--- config.mk ---
export PLATFORM = sky130hd
export DESIGN_NAME = mem_arbiter
export DESIGN_NICKNAME = d
export VERILOG_FILES = /design/src/rtl/mem_arbiter.sv
export SDC_FILE = /design/constraint.sdc
export NUM_CORES = 1
export LEC_CHECK = 0
export BUFFER_PORTS_ARGS = -buffer_cell sky130_fd_sc_hd__buf_2
export CAP_MARGIN = 20
export CORE_MARGIN = 4
export CORE_UTILIZATION = 52
export DETAILED_ROUTE_END_ITERATION = 16
export GPL_TIMING_DRIVEN = 0
export PLACE_DENSITY = 0.86
export SLEW_MARGIN = 20
export SYNTH_ARGS = -nofsm -noshare
export SYNTH_HDL_FRONTEND = slang
export SYNTH_SLANG_ARGS = --single-unit
--- constraint.sdc ---
create_clock -name clock -period 8 [get_ports clock]
set_input_delay 0.4 -clock clock [delete_from_list [all_inputs] [get_ports clock]]
set_output_delay 0.4 -clock clock [all_outputs]
set_load 0.01 [all_outputs]
--- src/rtl/mem_arbiter.sv ---
// Serialises instruction-fetch and load/store accesses onto one req/ack memory bus.
// Data has priority, a streak counter protects fetch from starvation, and a timeout aborts hung accesses.
module mem_arbiter #(
  parameter int XLEN       = 32,
  parameter int MAX_STREAK = 3,
  parameter int TIMEOUT    = 255
) (
  input  logic            clock,
  input  logic            reset,
  // fetch port
  input  logic            if_req,
  input  logic [XLEN-1:0] if_addr,
  output logic [31:0]     if_rdata,
  output logic            if_ack,
  // load/store port
  input  logic            d_req,
  input  logic            d_we,
  input  logic [XLEN-1:0] d_addr,
  input  logic [XLEN-1:0] d_wdata,
  output logic [XLEN-1:0] d_rdata,
  output logic            d_ack,
  // shared memory bus
  output logic            m_req,
  output logic            m_we,
  output logic [XLEN-1:0] m_addr,
  output logic [XLEN-1:0] m_wdata,
  input  logic [XLEN-1:0] m_rdata,
  input  logic            m_ack,
  // status
  output logic            err,
  output logic            busy,
  output logic [1:0]      dbg_state,
  output logic [3:0]      dbg_streak
);

  // Handshake: a requester raises x_req with its fields stable and holds them until the
  // one-cycle x_ack; m_req is held with m_we/m_addr/m_wdata stable until m_ack or abort.
  typedef enum logic [1:0] {
    IDLE    = 2'd0,
    GRANT_I = 2'd1,
    GRANT_D = 2'd2,
    DONE    = 2'd3
  } state_t;

  localparam int         TMO_LAST_I = (TIMEOUT == 0) ? 0 : TIMEOUT - 1;
  localparam logic [15:0] TMO_LAST  = TMO_LAST_I[15:0];
  localparam bit          TMO_EN    = (TIMEOUT != 0);
  localparam logic [3:0]  STREAK_MAX = MAX_STREAK[3:0];

  state_t            state, state_n;
  logic              m_req_n, m_we_n;
  logic [XLEN-1:0]   m_addr_n, m_wdata_n, d_rdata_n;
  logic [31:0]       if_rdata_n;
  logic              if_ack_n, d_ack_n, err_n, busy_n;
  logic [3:0]        streak, streak_n;
  logic [15:0]       tmo, tmo_n;
  logic              fetch_forced;

  assign fetch_forced = if_req && (streak == STREAK_MAX);
  assign dbg_state    = state;
  assign dbg_streak   = streak;

  always_ff @(posedge clock or posedge reset) begin
    if (reset) begin
      state    <= IDLE;
      m_req    <= 1'b0;
      m_we     <= 1'b0;
      m_addr   <= '0;
      m_wdata  <= '0;
      if_rdata <= '0;
      d_rdata  <= '0;
      if_ack   <= 1'b0;
      d_ack    <= 1'b0;
      err      <= 1'b0;
      busy     <= 1'b0;
      streak   <= 4'd0;
      tmo      <= 16'd0;
    end else begin
      state    <= state_n;
      m_req    <= m_req_n;
      m_we     <= m_we_n;
      m_addr   <= m_addr_n;
      m_wdata  <= m_wdata_n;
      if_rdata <= if_rdata_n;
      d_rdata  <= d_rdata_n;
      if_ack   <= if_ack_n;
      d_ack    <= d_ack_n;
      err      <= err_n;
      busy     <= busy_n;
      streak   <= streak_n;
      tmo      <= tmo_n;
    end
  end

  always_comb begin
    state_n    = state;
    m_req_n    = 1'b0;
    m_we_n     = m_we;
    m_addr_n   = m_addr;
    m_wdata_n  = m_wdata;
    if_rdata_n = if_rdata;
    d_rdata_n  = d_rdata;
    if_ack_n   = 1'b0;
    d_ack_n    = 1'b0;
    err_n      = 1'b0;
    streak_n   = streak;
    tmo_n      = 16'd0;

    case (state)
      IDLE: begin
        if (d_req && !fetch_forced) begin
          state_n   = GRANT_D;
          m_req_n   = 1'b1;
          m_we_n    = d_we;
          m_addr_n  = d_addr;
          m_wdata_n = d_wdata;
          // Only data grants that make fetch wait extend the streak.
          if (!if_req)
            streak_n = 4'd0;
          else if (streak != STREAK_MAX)
            streak_n = streak + 4'd1;
        end else if (if_req) begin
          state_n   = GRANT_I;
          m_req_n   = 1'b1;
          m_we_n    = 1'b0;
          m_addr_n  = if_addr;
          m_wdata_n = '0;
          streak_n  = 4'd0;
        end
      end

      GRANT_I, GRANT_D: begin
        // m_ack is checked first so a late ack beats the abort in the same cycle.
        if (m_ack) begin
          state_n = DONE;
          if (state == GRANT_I) begin
            if_rdata_n = m_rdata[31:0];
            if_ack_n   = 1'b1;
          end else begin
            if (!m_we) d_rdata_n = m_rdata;
            d_ack_n = 1'b1;
          end
        end else if (TMO_EN && (tmo == TMO_LAST)) begin
          state_n = DONE;
          err_n   = 1'b1;
          if (state == GRANT_I) begin
            if_rdata_n = 32'd0;
            if_ack_n   = 1'b1;
          end else begin
            if (!m_we) d_rdata_n = '0;
            d_ack_n = 1'b1;
          end
        end else begin
          m_req_n = 1'b1;
          tmo_n   = tmo + 16'd1;
        end
      end

      // Ack cycle: no arbitration, so a request still held here is not granted twice.
      DONE: state_n = IDLE;

      default: state_n = IDLE;
    endcase

    busy_n = (state_n != IDLE);
  end

  acks_exclusive: assert property (@(posedge clock) disable iff (reset) !(if_ack && d_ack));
  err_needs_ack:  assert property (@(posedge clock) disable iff (reset) err |-> (if_ack || d_ack));
  req_only_in_grant: assert property (@(posedge clock) disable iff (reset)
                                      m_req |-> (state == GRANT_I || state == GRANT_D));

endmodule

; Yosys cells after proc, flatten, opt, wreduce, memory -nomap -nowiden
; Index checks and enable logic that the tools add are counted.
[op_classes]
n_bitwise = 1
n_mux = 44
multipliers = 0
n_reduce_logical = 12
shift = 0
n_eq_ne = 9
n_lt_le_gt_ge = 0
div = 0
addsub = 2
[op_table]
columns = operator, n
row1 = $mux 32, 14
row2 = $mux 16, 3
row3 = $mux 1, 17
row4 = $add 16x1->16 const B, 1
row5 = $eq 16x8->1 const B, 1
row6 = $mux 4, 4
row7 = $mux 2, 4
row8 = $pmux 2 s3, 1
row9 = $reduce_and 3->1, 2
row10 = $reduce_bool 2->1, 3
row11 = $reduce_and 5->1, 1
row12 = $add 4x1->4 const B, 1
row13 = $eq 2x2->1 const B, 2
row14 = $eq 4x2->1 const B, 1
row15 = $ne 2x2->1 const B, 2
row16 = $ne 4x2->1 const B, 1
row17 = $ne 3x2->1 const B, 1
row18 = $eq 2x1->1 const B, 1
row19 = $logic_and 1x1->1, 2
row20 = $logic_not 2->1, 1
row21 = $pmux 1 s2, 1
row22 = $reduce_and 2->1, 1
row23 = $reduce_or 2->1, 1
row24 = $logic_not 1->1, 1
row25 = $not 1->1, 1
[totals]
out_inout_bits = 140
rom_bits = 0
memories = 0
ramBits = 0
latchBits = 0
reg_bits = 156
word_cells = 81

; Logic depth before layout (Yosys ltp)
; Gate-level depths: netlist (run 1).
[logic_depth]
ltp_word = 7
mapped_depth = 7

; Worst setup path after synthesis (run 1)
; Ideal clock, no wire load.
[synth_path]
path_kind = register -> register
startpoint = register tmo[8]
endpoint = register tmo[10]
t_arrival_ps = 1897
period_less_slack_ps = 2016
t_required_ps = 7881
path_stages_with_launch = 6
slack_ps = 5984
path_cell_list = dfrtp_1 -> or4_1 -> or4_1 -> nand3_2 -> buf_4 -> nor2_1
[synth_between]
elab_chain_cells = 4
word_cells_on_any_way = 5
[synth_rtl]
columns = element, line
row1 = start: declaration, 56  ; logic [15:0] tmo, tmo_n;
row2 = start signal: assignment, 91  ; tmo <= tmo_n;
row3 = $add 16x1->16 or $eq 16x8->1 (tied branches), "155, 143"
row4 = $mux 16 (*), 143  ; end else if (TMO_EN && (tmo == TMO_LAST)) begin
row5 = $mux 16 (*), 134  ; if (m_ack) begin
row6 = $mux 16 (*), 109  ; case (state)
row7 = net tmo_n[10], 56
; The timed path passes the listed nets; every way through them passes the cells marked *.
; A chain may end at the register's enable or synchronous reset.

; Worst setup path in the final report (run 1)
[layout_path]
startpoint = register tmo[8]
endpoint = register if_rdata[25]
[layout_between]
elab_chain_cells = 3
[layout_rtl]
columns = element, line
row1 = $eq 16x8->1, 143
row2 = $reduce_bool 2->1 (no source line), --
row3 = $reduce_and 3->1 (no source line), --
row4 = end signal: assignment, 84  ; if_rdata <= if_rdata_n;
row5 = end: declaration, 13  ; output logic [31:0] if_rdata,
; No other way between the ends.

==> metrics, run 1 <==
die area 14,300 um2; max-slew violation count 0; final setup margin 5.69 ns; most common cell after layout, fill and taps aside buf_2; Max Cap Viol 0; CP peak stage delay 0.62 ns; DR iter-0 viols 515; Fmax 0.434 GHz; Slowest cell on crit path or4_1; status finished, final reports clean; Mapped Nets 708; FP Rows 40; Setup crit end kind flop; Buffers & Inverters on Critical Path 1; setup bufs post-CTS 0; vias per cell 5.46; Seq/Total Area, Yosys 60.3%; clock sink total 156; Yosys top cell by area dfrtp_1; most frequent cells in the layout buf_2 (276), dfrtp_1 (156), nand2_1 (104), o21ai_0 (68), a32o_1 (66); layout cell share with drive strength beyond 1 a little under two fifths; Synth Instances around 570; Syn Std Cell Area 6480 um2; GRT Util Overall 26.1%; Synth Warn # 0; grt ovf 0; HP Class primary input to async pin; Final nets about 1,000; Slew @ Worst Pin 0.560 ns; startpoint types flop; number of gates given a new drive strength after cts 0; setup tns final 0 ns; synth top area cells dfrtp_1 (60%), a32o_1 (10%), nand2_1 (6.0%); DR vias 5,680; vias in the first global route 5,625; Chip Height 120 um; die width 120 um; # IOs 274; Final ANT Viol Nets 0; Yosys cell types 38; Worst VDD drop 202 uV; worst-path cell chain or4_1 > o41ai_4 > nand2_2 > buf_4 > a32o_1; Pleak 4.38 nW; initial core utilization 53.5%; clk buf depth 2; pre-CTS WS 5.66 ns; Area Overhead vs Synth 34.2%; post-route cell area 8690 um2; Tmin final ~2.3 ns; clock-pin slew on the worst setup and hold paths roughly 0.060 ns; Port Buffer Count 272; final wirelength 18,400 um; largest net degree at the start of global routing 84; TritonRoute pass-1 iters 6; kind of cell adding the most delay to the critical path simple AND/OR/NAND/NOR gates; WP data arrival 2.61 ns; CP Class flop to flop; first-pass GRT wire length roughly 30,000 um; Clock Latency Late Sink 0.42 ns; Final Hold Fails 0; initial antenna violation count 1; Worst EP required 8.30 ns; final setup vio count 0; hpwl dp 13,900 um; WL/cell 17.7 um; Final Cycle Share 28.8%; crit-path max FO 10; DRC 0; Clock Skew 0.00507 ns; RSZ-0062 raised after global routing false; Avg Inst Size Synth 11.4 um2; GP Congestion 0.840; core area 12,100 um2; Slew headroom 62.4%; CTS tree yes; synthesis-stage register bit count roughly 160; dpl cell area 8080 um2; root buffer cell clkbuf_16; Post-CTS Hold Fix Bufs 0; CTS H-tree depth 4; CTS buffer count 17; PwrDens roughly 400 nW/um2; area share of the largest cell type after synthesis 60.3%
[logic make-up (layout without fill, tap and decap cells)]
kind of cell | count (synthesis) | count (layout) | share of synthesized area, %
simple gates | 158 | 158 | 10.4
fa+ha+maj | 6 | 6 | 1.16
other cells | 0 | 1 | 0
compound gates | 146 | 146 | 17.2
buf+inv | 54 | 358 | 3.79
mux | 35 | 35 | 5.43
xor+xnor | 13 | 13 | 1.76
flops | 156 | 156 | 60.3
[report_power, final]
part	leakage (nW)	switching (W)	internal [W]
logic	2.09	0.000795	0.000555
clock network	0.290	0.000308	0.000520
registers	2.00	0.000187	0.00113
[flip-flops by register name, indices dropped and copies added (netlist names)]
| signal | flops |
|---|---|
| busy | 1 |
| m_wdata | 32 |
| m_we | 1 |
| dbg_state | 2 |
| m_addr | 32 |
| dbg_streak | 4 |
| tmo | 16 |
| if_rdata | 32 |
| if_ack | 1 |
| d_ack | 1 |
| m_req | 1 |
| d_rdata | 32 |
| err | 1 |
[path summary, 6_finish.rpt]
path / slack, ns / end / start / cells after the start
setup / recovery: 5.69 / if_rdata[25] / tmo[8] / 5
hold / removal: 0.03 / d_rdata[6] / reset / 2
setup reg to reg: 5.69 / if_rdata[25] / tmo[8] / 5
hold reg to reg: 0.47 / m_addr[8] / m_addr[8] / 2
max in group asynchronous: 7.20 / m_addr[1] / reset / 3
min in group clock: 0.22 / m_wdata[16] / d_wdata[16] / 3
[layer usage]
layer,vias to the layer above,GRT usage (%),routed length (um)
met3,36,6.88,1490
met4,2,10.7,514
li1,2636,-,-
met2,261,45.1,9370
met5,-,0,7
met1,2745,31.1,7050
[area by class of cell]
type                            instances  area (um2)
Clock inverter                         11         168
Inverter                               10        45.0
Fill cell                             935        3420
Tap cell                              168         210
Antenna cell                            1        2.50
Multi-Input combinational cell        358        2330
Buffer                                 44         208
Sequential cell                       156        3900
Timing Repair Buffer                  273        1390
Clock buffer                           20         437
[synthesized netlist by cell type]
master,count
dfrtp_1,156
nand2_1,104
o21ai_0,68
a32o_1,66
mux2i_1,34
clkbuf_1,31
nor2_1,23
xnor2_1,10
inv_1,9
nand3_1,7
ha_1,6
buf_2,4
buf_4,4
nand4_1,4
nor3_1,4
buf_6,3
nand2b_1,3
nor4_1,3
or4_1,3
xor2_1,3
a21oi_1,2
a31oi_1,2
buf_1,2
nand2_2,2
o41ai_1,2
a211oi_1,1
a22o_1,1
and2_1,1
clkinv_1,1
mux2_2,1
nand3_2,1
nor3b_1,1
o21a_1,1
o31ai_2,1
o41a_1,1
o41ai_4,1
or3_1,1
or4_4,1
[stage by stage]
step	utilization, %	std cells	hold WS [ns]	total power (W)
final	71.7	1041	0.0330	0.00349
after global routing	71.7	1040	0.0708	0.00372
after CTS	71.7	1040	0.0522	0.00352
after detailed placement	66.7	1009	0.465	0.00267
after global placement	66.4	1008	0.457	0.00262
after floorplan	-	568	0.451	0.00207
Note: power is estimated with default switching activity, not from simulation.
==> inputs of run 2 (changes only) <==
Settings changed: ABC_AREA set to 1, CORE_UTILIZATION 52 to 44, PLACE_DENSITY 0.86 to 0.76.
Clock period 8 ns to 2.1 ns, I/O delays scaled along.
==> run 2 against run 1 <==
Against the previous run:
- combinational power grew to 4.3 times the previous value
- sequential share of layout area is 8.5 points lower
- sequential power grew to 3.8 times the previous value
- clock power grew to 3.8 times the previous value
- final cell count is 43% higher
- area after synthesis is 8.8% higher
- cell area is 23% higher
- largest cell class unchanged
==> metrics, run 2 <==
CTS buffer count 17 (unchanged); Yosys cell types 30 (-21%); Critical Path Start dbg_state[0]; Tmin final 1.95 ns (-0.352 ns); Fmax 0.512 GHz (+18%); Syn Std Cell Area 7050 um2 (+8.8%); Slew headroom 63.2% (+0.71 points); CP peak stage delay 0.45 ns (-0.17 ns); HP Class primary input to flop; DR vias 7,692 (+35%); most common cell after layout, fill and taps aside buf_2; startpoint types flop; Worst VDD drop 765 uV (+280%); worst-path cell chain inv_1 > ha_2 > clkbuf_4 > inv_1 > nor2_4 > clkbuf_4 > nand4_1 > nand2_1; final setup margin 0.145 ns (-5.55 ns); cells on worst reg2reg path 8 (+3); top cells by count, synth nand2_1 (281), dfrtp_1 (156), a21oi_1 (72); Worst EP required 2.45 ns (-5.85 ns); WHS Endpoint m_addr[10]; Final nets 1,404 (+40%); WP data arrival 2.30 ns (-0.31 ns); Final Hold Fails 0 (unchanged); Clock power frac 22.8% (-0.9 points); # IOs 274 (unchanged); layout cell share with drive strength beyond 1 27.9% (-8.8 points); Psw 0.00566 W (+340%); top-count cell post-synth nand2_1; # diodes 0 (-1); initial core utilization 44.7% (-8.8 points); initial antenna violation count 0 (-1); area share of the largest cell type after synthesis 55.4% (-4.9 points); most frequent cells in the layout buf_2 (288), nand2_1 (281), dfrtp_1 (156), dlygate4sd3_1 (128), a21oi_1 (72); TritonRoute pass-1 iters 7 (+1); Mapped Nets 979 (+38%); setup tns final 0 ns (unchanged); DRC 0 (unchanged); final wirelength 25,200 um (+37%); final setup vio count 0 (unchanged); worst hold start if_addr[10]; CP Class flop to flop; Setup crit end kind flop; synthesis-stage register bit count 156 (unchanged); Avg Inst Size Synth 8.40 um2 (-26%); internal power 0.00823 W (+270%); die width 135 um (+13%); Port Buffer Count 273 (+0.37%); Switching Share 40.7% (+3.8 points); Pleak 5.71 nW (+30%); Top FF cell, synth dfrtp_1; met2 wire len 11,900 um (+27%); Slew @ Worst Pin 0.553 ns (-0.00723 ns); kind of cell adding the most delay to the critical path buffers and inverters; vias per cell 5.15 (-5.6%); pre-CTS WS 0.0336 ns (-5.63 ns); WL/cell 16.9 um (-4.6%); Final Cycle Share 93.1% (+64 points); vias in the first global route 7,855 (+40%); max-slew violation count 0 (unchanged); CTS tree yes; FP Rows 46 (+15%); Worst Hold Depth 3; clk buf depth 2 (unchanged); Post-synth EDFFs 0 (unchanged); root buffer cell clkbuf_16; Slowest cell on crit path dfrtp_1; crit-path max FO 10 (unchanged); GP Congestion 0.889 (+5.8%); Max Cap Viol 0 (unchanged); PwrDens 1300 nW/um2 (+220%); synth top area cells dfrtp_1 (55%), nand2_1 (15%), nand4_1 (6.0%); Clock Latency Late Sink 0.42 ns (about the same); worst r2r src dbg_state[0]; clock sink total 156 (unchanged); grt ovf 0 (unchanged); Final Power 0.0139 W (+300%); core area 15,800 um2 (+30%); flop2flop setup slack 0.15 ns (-5.55 ns); first-pass GRT wire length 40,500 um (+39%); Area Overhead vs Synth 51.9%; Reg2Reg Capture Point d_rdata[10]; Final Hold Slack 0.0218 ns (-0.0112 ns); clock-pin slew on the worst setup and hold paths 0.06 ns (about the same); Chip Height 135 um (+13%); DR iter-0 viols 472 (-8.3%); hpwl dp 16,400 um (+18%); Synth Instances 839 (+48%); Buffers & Inverters on Critical Path 4 (+3); die area 18,100 um2 (+27%); CTS H-tree depth 4 (unchanged); Async SR Flop Fraction 100% (unchanged); Final ANT Viol Nets 0 (unchanged); RSZ-0062 raised after global routing false; uppermost routed layer met4; status finished, final reports clean; Clock Skew 0.0142 ns (+0.00915 ns); largest net degree at the start of global routing 33 (-61%); setup bufs post-CTS 0 (unchanged); GRT Util Overall 27.9% (+1.8 points); metal3 WL 2230 um (+50%); Seq/Total Area, Yosys 55.4% (-4.9 points); Yosys top cell by area dfrtp_1; Synth Warn # 0 (unchanged); combinational power share 41.7% (+3.0 points); M1 WL 9830 um (+39%); sequential fraction of design power 35.5% (-2.1 points)
==> run 2: worst max path at each step <==
stage                              to  slack (ns)  depth (start not counted)
after global routing       d_rdata[5]       0.009                          8
final                     d_rdata[10]        0.15                          8
after detailed placement  d_rdata[10]        0.03                          8
after CTS                 d_rdata[10]       0.006                          8
after floorplan                  busy        0.02                          1
after global placement    d_rdata[13]       -1.02                          2
==> run 2: metrics by stage <==
stage / cell area, um2 / util [%] / instances
finish: 10700 / 67.9 / 1493
global route: 10700 / 67.9 / 1493
CTS: 10700 / 67.8 / 1493
detailed placement: 8800 / 55.8 / 1333
global placement: 8690 / 55.1 / 1328
floorplan: 7050 / - / 839
==> run 2: logic make-up (layout without fill, tap and decap cells) <==
| kind of cell | count (synthesis) | count (layout) | synth area share [%] |
|---|---|---|---|
| AO/OA/AOI/OAI | 114 | 114 | 8.20 |
| flip-flops | 156 | 156 | 55.4 |
| adder cells (fa/ha/maj) | 6 | 6 | 1.06 |
| XOR/XNOR | 8 | 8 | 0.994 |
| AND/OR/NAND/NOR | 444 | 444 | 27.3 |
| buffers and inverters | 111 | 549 | 7.05 |
==> run 2: power groups by stage <==
| stage | registers [W] | logic, W | clock network (W) |
|---|---|---|---|
| after CTS | 0.00488 | 0.00557 | 0.00321 |
| after global routing | 0.00506 | 0.00637 | 0.00336 |
| final | 0.00494 | 0.00579 | 0.00317 |
| after floorplan | 0.00544 | 0.00251 | 0 |
| after detailed placement | 0.00491 | 0.00537 | 0 |
| after global placement | 0.00490 | 0.00523 | 0 |
==> run 2: tightest hold or removal path, cell delays in order <==
cell and delay [ns]:
buf_2 0.09, a21oi_1 0.07, a21oi_1 0.12
==> run 2: layout make-up <==
cell class,instances,area [um2]
fillers,1209,5060
flip-flops and latches,156,3900
repair buffers,406,2760
multi-input cells,572,2660
clock buffers,21,480
plain buffers,55,299
well taps,216,270
inverters,56,214
clock inverters,11,131
==> run 2: repair_timing <==
action / in CTS / in global routing
setup endpoints to repair: 0 / 60
hold buffers: 128 / 0
endpoints found under the hold margin: 110 / 0
resized for setup: 0 / 10
==> run 2: metal layers <==
layer / vias up / GRT usage (%)
li1: 3582 / -
met1: 3556 / 34.2
met2: 452 / 46.1
met3: 102 / 7.04
met4: 0 / 13.6
met5: - / 0
